`src/rtl/uart_receiver_if.sv`:
```
// -----------------------------------------------------------------------------
// uart_receiver_if
//
// Bundles the serial input, the 16x baud enable and the received-byte strobe
// group of the UART receiver.
//
//   rx            serial line, idle high, asynchronous to the clock
//   s_tick        16x baud enable, one clock wide
//   rx_data       last received byte, LSB = first bit on the line
//   rx_done_tick  one-cycle strobe; rx_data and frame_err valid in that cycle
//   frame_err     1 when the stop bit of the last frame sampled low
//
// Modports:
//   master  the line/tick driver and byte consumer (testbench, top level)
//   slave   the receiver itself
// -----------------------------------------------------------------------------
interface uart_receiver_if #(
   parameter int DBITS = 8
);

   logic             rx;
   logic             s_tick;
   logic [DBITS-1:0] rx_data;
   logic             rx_done_tick;
   logic             frame_err;

   modport master (
      output rx,
      output s_tick,
      input  rx_data,
      input  rx_done_tick,
      input  frame_err
   );

   modport slave (
      input  rx,
      input  s_tick,
      output rx_data,
      output rx_done_tick,
      output frame_err
   );

endinterface : uart_receiver_if

```
`src/rtl/uart_receiver.sv`:
```
// -----------------------------------------------------------------------------
// uart_receiver
//
// Serial UART receiver (8N1 by default) driven by a 16x oversampling enable.
// The asynchronous line is synchronized, a falling edge starts a frame, the
// start bit is validated at its centre, data bits are recovered LSB first by
// a 3-sample majority vote around each bit centre, and the stop bit is
// checked. Each byte is presented with a one-cycle strobe; there is no
// back-pressure, so the consumer must take it in that cycle.
//
// Parameters:
//   DBITS    data bits per frame (>= 2)
//   SB_TICK  oversampling ticks in the stop period (16 = 1, 24 = 1.5, 32 = 2)
//
// Ports:
//   clk_50MHz  system clock, rising edge
//   reset      asynchronous, active-high reset
//   bus        uart_receiver_if slave modport (rx, s_tick in;
//              rx_data, rx_done_tick, frame_err out)
// -----------------------------------------------------------------------------
module uart_receiver #(
   parameter int DBITS   = 8,
   parameter int SB_TICK = 16
) (
   input  logic              clk_50MHz,
   input  logic              reset,
   uart_receiver_if.slave    bus
);

   localparam int NW = (DBITS > 1) ? $clog2(DBITS) : 1;

   localparam logic [4:0]    S_BIT_LAST  = 5'd15;
   localparam logic [4:0]    S_STOP_LAST = 5'(SB_TICK - 1);
   localparam logic [4:0]    S_VOTE_DONE = 5'd9;
   localparam logic [NW-1:0] N_LAST      = NW'(DBITS - 1);

   typedef enum logic [1:0] {
      IDLE,
      START,
      DATA,
      STOP
   } state_t;

   state_t           state;
   logic             rx_meta;
   logic             rx_s;
   logic [4:0]       s;
   logic [NW-1:0]    n;
   logic [DBITS-1:0] b;
   logic [2:0]       v;
   logic [DBITS-1:0] rx_data_q;
   logic             rx_done_q;
   logic             frame_err_q;

   logic             in_vote_window;
   logic             vote_live;
   logic             vote_held;

   function automatic logic maj3(input logic a, input logic b2, input logic c);
      return (a & b2) | (a & c) | (b2 & c);
   endfunction

   // -------------------------------------------------------------------------
   // Two-flop synchronizer for the asynchronous serial line.
   // NOTE: both flops reset to 1 (line idle) so leaving reset never looks
   // like a start-bit falling edge.
   // -------------------------------------------------------------------------
   always_ff @(posedge clk_50MHz or posedge reset) begin
      if (reset) begin
         rx_meta <= 1'b1;
         rx_s    <= 1'b1;
      end else begin
         rx_meta <= bus.rx;
         rx_s    <= rx_meta;
      end
   end

   // Samples are taken on the ticks where s = 7, 8, 9 of every bit period.
   assign in_vote_window = (s == 5'd7) || (s == 5'd8) || (s == 5'd9);

   // At the s = 9 tick the third sample is still on rx_s, not yet in v, so
   // the start-bit check votes over the two stored samples plus the live one.
   assign vote_live = maj3(v[1], v[0], rx_s);

   // From s = 10 onward all three samples of the current bit sit in v.
   assign vote_held = maj3(v[2], v[1], v[0]);

   // -------------------------------------------------------------------------
   // Receive FSM with registered outputs.
   // NOTE: all state here uses non-blocking assignments so every branch sees
   // the pre-edge values of s, n, v and b regardless of statement order.
   // -------------------------------------------------------------------------
   always_ff @(posedge clk_50MHz or posedge reset) begin
      if (reset) begin
         state       <= IDLE;
         s           <= '0;
         n           <= '0;
         b           <= '0;
         v           <= '0;
         rx_data_q   <= '0;
         rx_done_q   <= 1'b0;
         frame_err_q <= 1'b0;
      end else begin
         // NOTE: the strobe defaults low every cycle and is raised only in the
         // stop-bit branch below, so it can never stretch past one clock.
         rx_done_q <= 1'b0;

         if (bus.s_tick && (state != IDLE) && in_vote_window) begin
            v <= {v[1:0], rx_s};
         end

         case (state)
            IDLE: begin
               // A tick coinciding with this transition is deliberately not
               // counted: s starts from 0 on the first tick seen in START.
               if (!rx_s) begin
                  state <= START;
                  s     <= '0;
               end
            end

            START: begin
               if (bus.s_tick) begin
                  if ((s == S_VOTE_DONE) && vote_live) begin
                     // Line is back high at the start-bit centre: noise.
                     state <= IDLE;
                     s     <= '0;
                  end else if (s == S_BIT_LAST) begin
                     state <= DATA;
                     s     <= '0;
                     n     <= '0;
                  end else begin
                     s <= s + 5'd1;
                  end
               end
            end

            DATA: begin
               if (bus.s_tick) begin
                  if (s == S_BIT_LAST) begin
                     // Right shift: the first bit received ends up in b[0].
                     b <= {vote_held, b[DBITS-1:1]};
                     s <= '0;
                     if (n == N_LAST) begin
                        state <= STOP;
                     end else begin
                        n <= n + 1'b1;
                     end
                  end else begin
                     s <= s + 5'd1;
                  end
               end
            end

            STOP: begin
               if (bus.s_tick) begin
                  if (s == S_STOP_LAST) begin
                     // The byte is handed over even when the stop bit was low.
                     rx_data_q   <= b;
                     frame_err_q <= ~vote_held;
                     rx_done_q   <= 1'b1;
                     state       <= IDLE;
                     s           <= '0;
                  end else begin
                     s <= s + 5'd1;
                  end
               end
            end

            default: begin
               state <= IDLE;
               s     <= '0;
            end
         endcase
      end
   end

   assign bus.rx_data      = rx_data_q;
   assign bus.rx_done_tick = rx_done_q;
   assign bus.frame_err    = frame_err_q;

endmodule : uart_receiver
```
`src/flat_wrapper.sv`:
```
// flat-port wrapper written by rule: the top's interface ports become plain ports
module uart_receiver_flat 
#(
   parameter int DBITS   = 8,
   parameter int SB_TICK = 16
)
  (clk_50MHz, reset, bus_rx, bus_s_tick, bus_rx_data, bus_rx_done_tick, bus_frame_err);
  uart_receiver_if #(.DBITS(DBITS)) bus_i ();
  input  logic clk_50MHz;
  input  logic reset;
  input wire logic [$bits(bus_i.rx)-1:0] bus_rx;
  input wire logic [$bits(bus_i.s_tick)-1:0] bus_s_tick;
  output wire logic [$bits(bus_i.rx_data)-1:0] bus_rx_data;
  output wire logic [$bits(bus_i.rx_done_tick)-1:0] bus_rx_done_tick;
  output wire logic [$bits(bus_i.frame_err)-1:0] bus_frame_err;
  assign bus_i.rx = bus_rx;
  assign bus_i.s_tick = bus_s_tick;
  assign bus_rx_data = bus_i.rx_data;
  assign bus_rx_done_tick = bus_i.rx_done_tick;
  assign bus_frame_err = bus_i.frame_err;
  uart_receiver #(.DBITS(DBITS), .SB_TICK(SB_TICK)) u_core (.clk_50MHz(clk_50MHz), .reset(reset), .bus(bus_i));
endmodule
```
`config.mk`:
```
export PLATFORM = sky130hd
export DESIGN_NAME = uart_receiver_flat
export DESIGN_NICKNAME = d
export VERILOG_FILES = /design/src/rtl/uart_receiver_if.sv /design/src/rtl/uart_receiver.sv /design/src/flat_wrapper.sv
export SDC_FILE = /design/constraint.sdc
export NUM_CORES = 1
export LEC_CHECK = 0
export BUFFER_PORTS_ARGS = -buffer_cell sky130_fd_sc_hd__clkbuf_2
export CORE_MARGIN = 3
export CORE_UTILIZATION = 55
export CTS_CLUSTER_SIZE = 25
export DETAILED_ROUTE_END_ITERATION = 16
export PLACE_DENSITY = 0.75
export SYNTH_ARGS = -nofsm -noshare
export SYNTH_HDL_FRONTEND = slang
export SYNTH_SLANG_ARGS = --single-unit
export TNS_END_PERCENT = 30
```
`constraint.sdc`:
```
create_clock -name clk_50MHz -period 3.2 [get_ports clk_50MHz]
set_clock_uncertainty 0.05 [all_clocks]
set_input_delay 0.8 -clock clk_50MHz [delete_from_list [all_inputs] [get_ports clk_50MHz]]
set_output_delay 0.8 -clock clk_50MHz [all_outputs]
set_load 0.005 [all_outputs]
```
Word-level counts from Yosys, hierarchy flattened
Index checks and enable logic that the tools add are counted.
{"block": "totals", "output_inout_bits": 10, "inputBits": 4, "ff_bits": 33, "wordCells": 82}
{"block": "op_classes", "addsub": 2, "muxes": 26, "eq_ne": 20, "reduce_logical": 14, "bitwise_logic": 10}
{"cell": "$mux W5", "n": 5}
{"cell": "$mux W2", "n": 9}
{"cell": "$mux W3", "n": 6}
{"cell": "$eq A5 B4 Y1 const B", "n": 3}
{"cell": "$pmux W5 S3", "n": 1}
{"cell": "$ne A2 B2 Y1 const B", "n": 6}
{"cell": "$ne A2 B1 Y1 const B", "n": 5}
{"cell": "$reduce_and A3 Y1", "n": 3}
{"cell": "$pmux W2 S4", "n": 1}
{"cell": "$reduce_and A8 Y1", "n": 1}
{"cell": "$reduce_and A7 Y1", "n": 1}
{"cell": "$pmux W3 S2", "n": 1}
{"cell": "$add A5 B1 Y5 const B", "n": 1}
{"cell": "$and A1 B1 Y1", "n": 5}
{"cell": "$eq A5 B3 Y1 const B", "n": 1}
{"cell": "$eq A2 B2 Y1 const B", "n": 2}
{"cell": "$or A1 B1 Y1", "n": 4}
{"cell": "$reduce_bool A2 Y1", "n": 2}
{"cell": "$add A3 B1 Y3 const B", "n": 1}
{"cell": "$eq A3 B3 Y1 const B", "n": 1}
{"cell": "$logic_and A1 B1 Y1", "n": 3}
{"cell": "$mux W1", "n": 3}
{"cell": "$ne A3 B1 Y1 const B", "n": 1}
{"cell": "$eq A2 B1 Y1 const B", "n": 1}
{"cell": "other kinds (4)", "n": 5}

Longest topological paths before layout
{"block": "depth", "ltp_word": 7, "mapped_depth": 8, "mapped_depth_nobuf": 7}

Least setup slack after synthesis
No wires, ideal clock.
{"block": "synth_path", "kind": "reg-to-reg", "startpoint": "reg u_core.s[0]", "endpoint": "reg u_core.b[0]", "arrival_ns": 1.600, "required_time_ns": 3.025, "setup_time_ns": 0.125, "path_buffers": 1, "path_stages_with_launch": 7, "slack_ns": 1.426, "synth_period_minus_slack_ns": 1.774, "path_cell_list": "dfrtp_1 ha_1 and4b_1 buf_4 and2_4 nand3b_4 mux2_2"}
{"block": "synth_between", "elab_chain_len": 2}
{"element": "start, declared", "line_no": "uart_receiver.sv:47", "rtl": "logic [4:0] s;"}
{"element": "start signal, assigned", "line_no": "uart_receiver.sv:133", "rtl": "s <= s + 5'd1;"}
{"element": "start signal, assigned", "line_no": "uart_receiver.sv:150", "rtl": "s <= s + 5'd1;"}
{"element": "start signal, assigned", "line_no": "uart_receiver.sv:165", "rtl": "s <= s + 5'd1;"}
{"element": "$eq A5 B4 Y1", "line_no": "uart_receiver.sv:140", "rtl": "if (s == S_BIT_LAST) begin"}
{"element": "$reduce_and A3 Y1 (no line)"}
{"element": "end signal, assigned", "line_no": "uart_receiver.sv:142", "rtl": "b <= {vote_held, b[DBITS-1:1]};"}
{"element": "end, declared", "line_no": "uart_receiver.sv:49", "rtl": "logic [DBITS-1:0] b;"}
Every way passes these cells.
A chain may end at the register's enable or synchronous reset.

Worst setup path in the final report
{"block": "layout_path", "startpoint": "reg u_core.s[0]", "endpoint": "reg u_core.rx_data_q[0], in the netlist u_core.bus.rx_data[0]"}
{"block": "layout_between", "elab_chain_len": 2}
{"element": "$eq A5 B4 Y1", "line_no": "uart_receiver.sv:157", "rtl": "if (s == S_STOP_LAST) begin"}
{"element": "$reduce_and A3 Y1 (no line)"}
{"element": "end signal, assigned", "line_no": "uart_receiver.sv:100", "rtl": "rx_data_q <= '0;"}
{"element": "end signal, assigned", "line_no": "uart_receiver.sv:159", "rtl": "rx_data_q <= b;"}
{"element": "end, declared", "line_no": "uart_receiver.sv:51", "rtl": "logic [DBITS-1:0] rx_data_q;"}
Every way passes these cells.

==> impl_metrics.toml <==
[clock_network]
cts_buffers = 5
tritoncts = "yes"
postCtsSetupBuffers = 0
clk_latency_ns = 0.33
cts_resized = 0
ctsHoldBuffers = 0
cts.path.max_buffers = 2
clock_sinks = 33
cts_root_buf = "clkbuf_4"
htreeDepth = 2
clk_pin_slew_ns = 0.10

[synthesis]
yosys_warnings = 0
synth_top_flop_cell = "dfrtp_1"
synth_top_area_cell = "dfrtp_1"
synthTopCellsByCount = "nand2_1, dfrtp_1, mux2_2, a22o_1"
synth-edff-count = 0
synthCells = 137
syn_area_per_cell_um2 = 11.18
synth_top_area_frac = 0.5065
synth_cell_types = 37
synth-seq-cells = 33
synth_nets = 146
synthArstFlopShare = 1.000
syn-cell-area_um2 = 1531
synth.most_common_cell = "nand2_1"
yosys-top-cells-area = "dfrtp_1, mux2_2, nand2_1"
synth.yosys.seq_area_share = 0.5408

[floorplan]
initial_core_util = 0.5965
core_um2 = 2567
die_h_um = 58.77
ios = 14
std_cell_rows = 18
die_area_um2 = 3454
die_x_um = 58.77

[sta]
rsz0062_at_grt = "false"
hold_violations = 0
drv_slew = 0
tns_ns = 0
setup_ws_ns = 1.094
finalSetupViolations = 0
timing.fmax_mhz = 474.8
period_share = 0.6581
max-slew-margin-rel = 0.7033
worstMarginPinSlew_ns = 0.4451
period_needed_ns = 2.106

[routing]
drc = 0
dr_total_vias = 1042
via_per_inst = 5.663
drt_pass1_iterations = 4
drt-total-wl_mm = 2.622
drt_iter0_markers = 40
antenna_left = 0
wl_per_cell_um = 14.25

[worst_hold_path]
worst_hold_path_type = "reg -> reg"
hold_depth = 0
holdPathEnd = "u_core.rx_s$_DFF_PP1_"
min_from = "u_core.rx_meta$_DFF_PP1_"

[run_status]
status = "completed"

[global_routing]
grtUsageTotal = 0.1849
antenna_found_initial = 0
grt_pass1_wl_mm = 4.692
grt-ovfl-total = 0
grt_pass1_vias = 1001
grt_max_degree = 34

[finish]
syn_to_final_growth_pct = 10.54
stdcell_count = 184
antenna_cells = 0
nets = 162
finalInstanceArea_um2 = 1693
drive_above_1_share = 0.2857

[worst_setup_path]
worstReg2RegStart = "u_core.s[0]$_DFFE_PP0P_"
cp-end-kind = "flip-flop"
critPathBufInv = 1
r2r-end = "u_core.bus.rx_data[0]$_DFFE_PP0P_"
crit_arrival_ns = 2.34
slowest_stage = "dfrtp_1"
critPathKind = "reg -> reg"
slowest_delay_ns = 0.45
crit_chain = "ha_1 > and4b_1 > and2_4 > nand3_1 > inv_2 > nand2_1 > nand2_1"
r2r_cells = 7
cp_common_cell = "nand2_1"
required_ns = 3.43
start_kind = "flip-flop"
crit_family = "simple AND/OR/NAND/NOR gates"
critPathMaxFanout = 11
r2r_slack_ns = 1.09

[placement]
io_buffer_count = 13
dp_hpwl_mm = 1.856
gp_congestion = 0.8718
dp_slack_ns = 1.134
post_dp_cell_area_um2 = 1608
dp_cells = 176

[power_and_ir_drop]
vdd_drop_max_mv = 0.5137
p_leak_uw = 0.0009182
power_density_nw_per_um2 = 657.0
total_power_uw = 1112

[job]
drv_cap = 0
## area by class of cell
class,count,area (um^2)
fill,201,874.6
sequential,33,828.3
multi-input combinational,93,646.9
timing repair buffer,14,72.57
clock buffer,7,55.05
tap,30,37.54
clock inverter,1,30.03
inverter,6,22.52
## registers in the layout (all words and copies together) (netlist names), named ones only
register                 flops
u_core.b                     8
u_core.bus.rx_data           8
u_core.s                     5
u_core.n                     3
u_core.v                     3
u_core.bus.frame_err         1
u_core.bus.rx_done_tick      1
u_core.rx_meta               1
u_core.rx_s                  1
u_core.state                 1
## logic make-up after synthesis
kind of cell,after synthesis,synth area share
simple gates,51,0.1691
mux,13,0.09477
flops,33,0.5408
fa+ha+maj,7,0.05392
compound gates,22,0.1046
buf+inv,11,0.03676
## per-stage QoR
stage	utilization	hold WS, ns
after floorplan	-	0.2952
after global placement	0.6262	0.2976
after detailed placement	0.6262	0.2991
after CTS	0.6594	0.3136
after global routing	0.6594	0.3204
final	0.6594	0.3104
## power by group
group          switching [uW]  total (uW)  internal, uW
combinational             119         236           117
sequential               84.8         551           466
clock                     139         325           186
total                     343        1110           769
## metal layers
| layer | track usage | vias to the layer above | share of wire |
|---|---|---|---|
| met5 | 0 | - | 0 |
| met4 | 0.05825 | 0 | 0.010 |
| met2 | 0.2508 | 19 | 0.44 |
| li1 | - | 514 | - |
| met3 | 0.08114 | 4 | 0.054 |
| met1 | 0.2658 | 505 | 0.49 |
## worst max-delay path by stage
stage	startpoint	endpoint	cells after the start
floorplan	u_core.s[0]$_DFFE_PP0P_	u_core.b[0]$_DFFE_PP0P_	6
global placement	bus_s_tick	u_core.bus.rx_data[5]$_DFFE_PP0P_	6
detailed placement	u_core.s[0]$_DFFE_PP0P_	u_core.bus.rx_data[0]$_DFFE_PP0P_	7
CTS	u_core.s[0]$_DFFE_PP0P_	u_core.bus.rx_data[0]$_DFFE_PP0P_	7
global route	u_core.s[0]$_DFFE_PP0P_	u_core.bus.rx_data[7]$_DFFE_PP0P_	7
finish	u_core.s[0]$_DFFE_PP0P_	u_core.bus.rx_data[0]$_DFFE_PP0P_	7
## cell usage in the layout, fill, tap and decap left out, types with 3 or more instances in the layout
| cell type | netlist | routed |
|---|---|---|
| mux2_2 | 12 | 12 |
| clkbuf_2 | 0 | 13 |
| a22o_1 | 6 | 6 |
| ha_1 | 5 | 5 |
| nor3_1 | 3 | 3 |
| nand2_1 | 33 | 33 |
| a31oi_1 | 4 | 4 |
| inv_1 | 5 | 5 |
| clkbuf_4 | 0 | 5 |
| dfrtp_1 | 31 | 31 |
No activity file was read; power rests on OpenSTA's default activity.
